==> src/rtl/frac_freqdiv_prog.sv <==
// rtl/frac_freqdiv_prog.sv - programmable dual-modulus fractional clock divider
// Ratios are loaded via LOAD/ACK, divided serially, and applied at a period boundary.
module frac_freqdiv_prog #(
    parameter int WIDTH = 8
) (
    input  logic             CLK_in,
    input  logic             RST,
    input  logic             EN,
    input  logic             LOAD,
    input  logic [WIDTH-1:0] NUM,
    input  logic [WIDTH-1:0] DEN,
    output logic             ACK,
    output logic             BUSY,
    output logic             CFG_ERR,
    output logic             ACTIVE,
    output logic             CLK_out,
    output logic             PULSE
);
    localparam int CW = $clog2(WIDTH + 1);

    typedef enum logic [1:0] {IDLE, DIVIDE, CHECK, PENDING} state_t;
    state_t state, state_nxt;

    logic [CW-1:0]    div_cnt;
    logic [WIDTH-1:0] quo, rem, den_s;
    logic [WIDTH-1:0] n_live, x_live, den_live;
    logic [WIDTH-1:0] cnt, per, acc;

    logic [WIDTH:0]   rem_sh;
    logic             rem_ge;
    logic [WIDTH-1:0] rem_sub;
    logic             cfg_valid;
    logic             accept, div_step, cfg_bad, apply_now, boundary_run, boundary;
    logic [WIDTH-1:0] n_use, x_use, d_use, a_use, per_nxt, acc_nxt;
    logic [WIDTH:0]   sum;
    logic             clk_nxt;

    // Restoring division: quo starts as the dividend and fills with quotient bits.
    always_comb begin
        rem_sh    = {rem, quo[WIDTH-1]};
        rem_ge    = rem_sh >= {1'b0, den_s};
        rem_sub   = rem_sh[WIDTH-1:0] - den_s;
        cfg_valid = (den_s != '0) && (quo >= WIDTH'(2));
    end

    always_ff @(posedge CLK_in or negedge RST) begin
        if (!RST) state <= IDLE;
        else      state <= state_nxt;
    end

    always_comb begin
        state_nxt    = state;
        accept       = 1'b0;
        div_step     = 1'b0;
        cfg_bad      = 1'b0;
        apply_now    = 1'b0;
        BUSY         = (state != IDLE);
        boundary_run = ACTIVE && EN && (cnt == per - WIDTH'(1));
        case (state)
            IDLE: begin
                if (LOAD) begin
                    accept    = 1'b1;
                    state_nxt = DIVIDE;
                end
            end
            DIVIDE: begin
                div_step = 1'b1;
                if (div_cnt == CW'(WIDTH - 1)) state_nxt = CHECK;
            end
            CHECK: begin
                if (!cfg_valid) begin
                    cfg_bad   = 1'b1;
                    state_nxt = IDLE;
                end else if (!ACTIVE) begin
                    apply_now = 1'b1;
                    state_nxt = IDLE;
                end else begin
                    state_nxt = PENDING;
                end
            end
            PENDING: begin
                if (boundary_run) begin
                    apply_now = 1'b1;
                    state_nxt = IDLE;
                end
            end
            default: state_nxt = IDLE;
        endcase
    end

    // Next period length from the remainder accumulator; a fresh config starts at acc=0.
    always_comb begin
        boundary = apply_now || boundary_run;
        n_use    = apply_now ? quo   : n_live;
        x_use    = apply_now ? rem   : x_live;
        d_use    = apply_now ? den_s : den_live;
        a_use    = apply_now ? '0    : acc;
        sum      = {1'b0, a_use} + {1'b0, x_use};
        if (sum >= {1'b0, d_use}) begin
            per_nxt = n_use + WIDTH'(1);
            acc_nxt = sum[WIDTH-1:0] - d_use;
        end else begin
            per_nxt = n_use;
            acc_nxt = sum[WIDTH-1:0];
        end
        clk_nxt = (cnt + WIDTH'(1)) < (per >> 1);
    end

    always_ff @(posedge CLK_in or negedge RST) begin
        if (!RST) begin
            div_cnt  <= '0;
            quo      <= '0;
            rem      <= '0;
            den_s    <= '0;
            n_live   <= '0;
            x_live   <= '0;
            den_live <= '0;
            cnt      <= '0;
            per      <= '0;
            acc      <= '0;
            ACK      <= 1'b0;
            CFG_ERR  <= 1'b0;
            ACTIVE   <= 1'b0;
            CLK_out  <= 1'b0;
            PULSE    <= 1'b0;
        end else begin
            ACK <= accept;
            if (accept) begin
                quo     <= NUM;
                den_s   <= DEN;
                rem     <= '0;
                div_cnt <= '0;
                CFG_ERR <= 1'b0;
            end else if (div_step) begin
                quo     <= {quo[WIDTH-2:0], rem_ge};
                rem     <= rem_ge ? rem_sub : rem_sh[WIDTH-1:0];
                div_cnt <= div_cnt + CW'(1);
            end
            if (cfg_bad) CFG_ERR <= 1'b1;
            if (apply_now) begin
                n_live   <= quo;
                x_live   <= rem;
                den_live <= den_s;
                ACTIVE   <= 1'b1;
            end
            if (boundary) begin
                cnt     <= '0;
                per     <= per_nxt;
                acc     <= acc_nxt;
                CLK_out <= 1'b1;
                PULSE   <= 1'b1;
            end else begin
                PULSE <= 1'b0;
                if (ACTIVE && EN) begin
                    cnt     <= cnt + WIDTH'(1);
                    CLK_out <= clk_nxt;
                end
            end
        end
    end
endmodule

==> config.mk <==
export PLATFORM = sky130hd
export DESIGN_NAME = frac_freqdiv_prog
export DESIGN_NICKNAME = d
export VERILOG_FILES = /design/src/rtl/frac_freqdiv_prog.sv
export SDC_FILE = /design/constraint.sdc
export NUM_CORES = 1
export LEC_CHECK = 0
export ABC_AREA = 1
export BUFFER_PORTS_ARGS = -buffer_cell sky130_fd_sc_hd__buf_2
export CAP_MARGIN = 20
export CORE_MARGIN = 4
export CORE_UTILIZATION = 62
export CTS_CLUSTER_SIZE = 25
export DETAILED_ROUTE_END_ITERATION = 16
export MAX_ROUTING_LAYER = met4
export PLACE_DENSITY_LB_ADDON = 0.3
export SYNTH_ARGS = -nofsm -noshare
export SYNTH_HDL_FRONTEND = slang
export SYNTH_SLANG_ARGS = --single-unit
==> constraint.sdc <==
create_clock -name CLK_in -period 6.47 [get_ports CLK_in]
set_clock_uncertainty 0.1 [all_clocks]
set_input_delay 0 -clock CLK_in [delete_from_list [all_inputs] [get_ports CLK_in]]
set_output_delay 0 -clock CLK_in [all_outputs]
set_load 0.01 [all_outputs]
==> out/metrics.yaml <==
dpl.hpwl_mm: 8.39
dieArea_um2: 9830
relSlewSlack_pct: 56.0
async_reset_ff_share_pct: 100
drtPass1Iterations: 5
design.core.area_um2: 7890
critical_path_arrival_ns: 5.80
ctsHtreeMaxLevel: 3
fp.dieW_um: 99.1
worstReg2RegEnd: "per[0]"
drcViolationCount: 0
io_pins: 26
setup_violations: 0
path_clk_slew_ns: 0.09
cts_root_buffer: "clkbuf_8"
antenna_cells: 0
cap_violations: 0
syn_nets: 707
period_needed_ns: 5.65
powerDensity_nw_per_um2: 322
path_buf_inv: 4
nets: 750
power_leakage_nw: 2.83
hp-class: "primary input to flip-flop"
start_util_pct: 65.3
clockBufferDepth: 2
io_buffers: 25
use_met1_pct: 34.6
routed_wl_mm: 12.1
synth_mux_area_share_pct: 0
design_power_total_mw: 1.85
netlist_area_um2: 5150
syn_inst: 650
insertion_delay_ns: 0.36
synth_compound_area_share_pct: 13.0
area.growth.synth_to_final_pct: 11.4
die_h_um: 99.1
fin_crit_sh_pct: 87.4
synth_area_per_cell_um2: 7.92
cts_tree: "yes"
critPathSlowestCell: "o21ai_0"
setup_tns_ns: 0
hold_viol_final: 0
wl_per_cell_um: 15.1
synth_edf_count: 0
worstHoldStart: "DEN[2]"
grt_max_degree: 84
holdPathStages: 4
grt_pass1_vias: 4378
critPathMaxStageDelay_ns: 0.49
synth-xor-area-share_pct: 4.91
crit_path_start_kind: "flip-flop"
timing.critical_path.to_type: "flip-flop"
gp_congestion: 0.957
yosysTopAreaCell: "dfrtp_1"
drv_slew: 0
synthDistinctLibCells: 42
tightest_slew_ns: 0.653
drtIter0Drc: 248
clock-sinks: 83
antenna_left: 0
grt_usage_pct: 26.9
gr-usage-met3_pct: 3.51
regToRegSetupSlack_ns: 0.82
grt_pass1_wl_mm: 20.8
grt_overflow_total: 0
ys_seq_area_share_pct: 40.3
synth_most_common_cell: "nand2_1"
grt_busiest_layer: "met2"
row_count: 32
r2r-start: "per[0]"
synth_area_leaders: "dfrtp_1 40%, nand2_1 11%, ha_1 8.3%"
synth_top_flop_cell: "dfrtp_1"
yosys.area_share.simple_pct: 23.4
synth_top_area_share_pct: 40.3
worstSetupPathType: "flip-flop to flip-flop"
cpLargestDelayFamily: "simple AND/OR/NAND/NOR gates"
ir_drop_uv: 317
drive_gt1_share_pct: 10.5
via_per_inst: 5.62
critPathMostFrequentCell: "nand2_1"
num_vias: 4488
antenna_found_initial: 0
required_ns: 6.62
status: "finished, final reports clean"
postLayoutCellArea_um2: 5730
rsz0062_at_grt: "false"
worstRegToRegCells: 31
synth-seq-cells: 83
synth_common_cells: "147 x nand2_1, 96 x inv_1, 83 x dfrtp_1"
placed_area_um2: 5340
use_met2_pct: 44.8
yosysWarnings: 0
crit_fanout: 34
synth-adder-area-share_pct: 9.43
cts_buffers: 9
synth_top_family_by_area: "simple AND/OR/NAND/NOR gates"
holdPathEnd: "den_s[2]"
fmax_ghz: 0.177
fin_hold_ws_ns: 0.276
[stage by stage]
step                      cells  utilization, %  setup WS [ns]
final                       799            72.7          0.816
after global routing        799            72.7          0.157
after CTS                   797            72.2          0.605
after detailed placement    763            67.7          0.647
after global placement      763            67.7          0.779
after floorplan             650               -           1.82
[repair_timing]
action / CTS / global route
endpoints found under the hold margin: 103 / 8
endpoints found under the setup margin: 0 / 11
hold buffers: 19 / 1
buffers inserted: 0 / 0
resized for setup: 0 / 1
[flip-flops by register name, summed over array words and instances (netlist names), 2 cells and up]
| signal | count |
|---|---|
| acc | 8 |
| cnt | 8 |
| den_live | 8 |
| den_s | 8 |
| n_live | 8 |
| per | 8 |
| quo | 8 |
| rem | 8 |
| x_live | 8 |
| div_cnt | 4 |
| state | 2 |
[logic make-up after synthesis]
family | after synthesis
AND/OR/NAND/NOR | 267
AO/OA/AOI/OAI | 118
flip-flops | 83
buffers and inverters | 117
adder cells (fa/ha/maj) | 37
XOR/XNOR | 28
[layer usage]
| metal | part of all wire (%) | routed length, um |
|---|---|---|
| met1 | 42 | 5120 |
| met2 | 50 | 6030 |
| met3 | 5.7 | 686 |
| met4 | 2.1 | 259 |
| met5 | 0 | 0 |
[cells in the final DEF (no fill, tap or decap), types with 3 or more instances in the layout]
cell           synthesis  routed
nand2_1              147     147
inv_1                 96      96
dfrtp_1               83      83
o21ai_0               61      61
nand3_1               40      39
nor2_1                37      37
ha_1                  34      34
a21oi_1               27      27
buf_2                  7      24
dlygate4sd3_1          0      20
xor2_1                18      18
xnor2_1                9       9
clkbuf_8               0       9
nor3_1                 8       8
nand2_2                8       8
o211ai_1               8       8
nor2_2                 6       6
nand4_1                6       6
o221ai_1               5       5
a31oi_1                4       4
inv_2                  3       3
nor4_1                 3       3
nand3_2                2       3
or2_2                  3       3
a21o_1                 3       3
fa_1                   3       3
clkinv_2               0       3
buf_4                  1       3
[how the worst max path moves through the flow]
stage	cells past startpoint	start	slack, ns	to
6_report	31	per[0]	0.82	per[0]
5_1_grt	29	per[0]	0.16	per[7]
4_1_cts	28	per[0]	0.60	per[0]
3_5_place_dp	28	per[0]	0.65	per[0]
3_3_place_gp	27	per[0]	0.78	per[0]
2_1_floorplan	33	per[0]	1.82	per[7]
[power breakdown]
part	total, mW	internal, mW	switching, mW
Sequential	0.723	0.634	0.0891
Clock	0.337	0.138	0.199
Combinational	0.788	0.287	0.501
Total	1.85	1.06	0.789
[tightest hold or removal path: cells and delay by family]
kind	cells	cell delay, ns
buffers and inverters	2	0.60
AOI/OAI and AO/OA	1	0.06
and+or+nand+nor	1	0.04
[layout make-up]
cell class / count / area [um^2]
well taps: 102 / 128
clock inverters: 6 / 41.3
flip-flops and latches: 83 / 2080
repair buffers: 48 / 370
inverters: 101 / 379
clock buffers: 9 / 124
multi-input cells: 450 / 2620
fillers: 593 / 2150
Power figures use the tool's default switching activity.
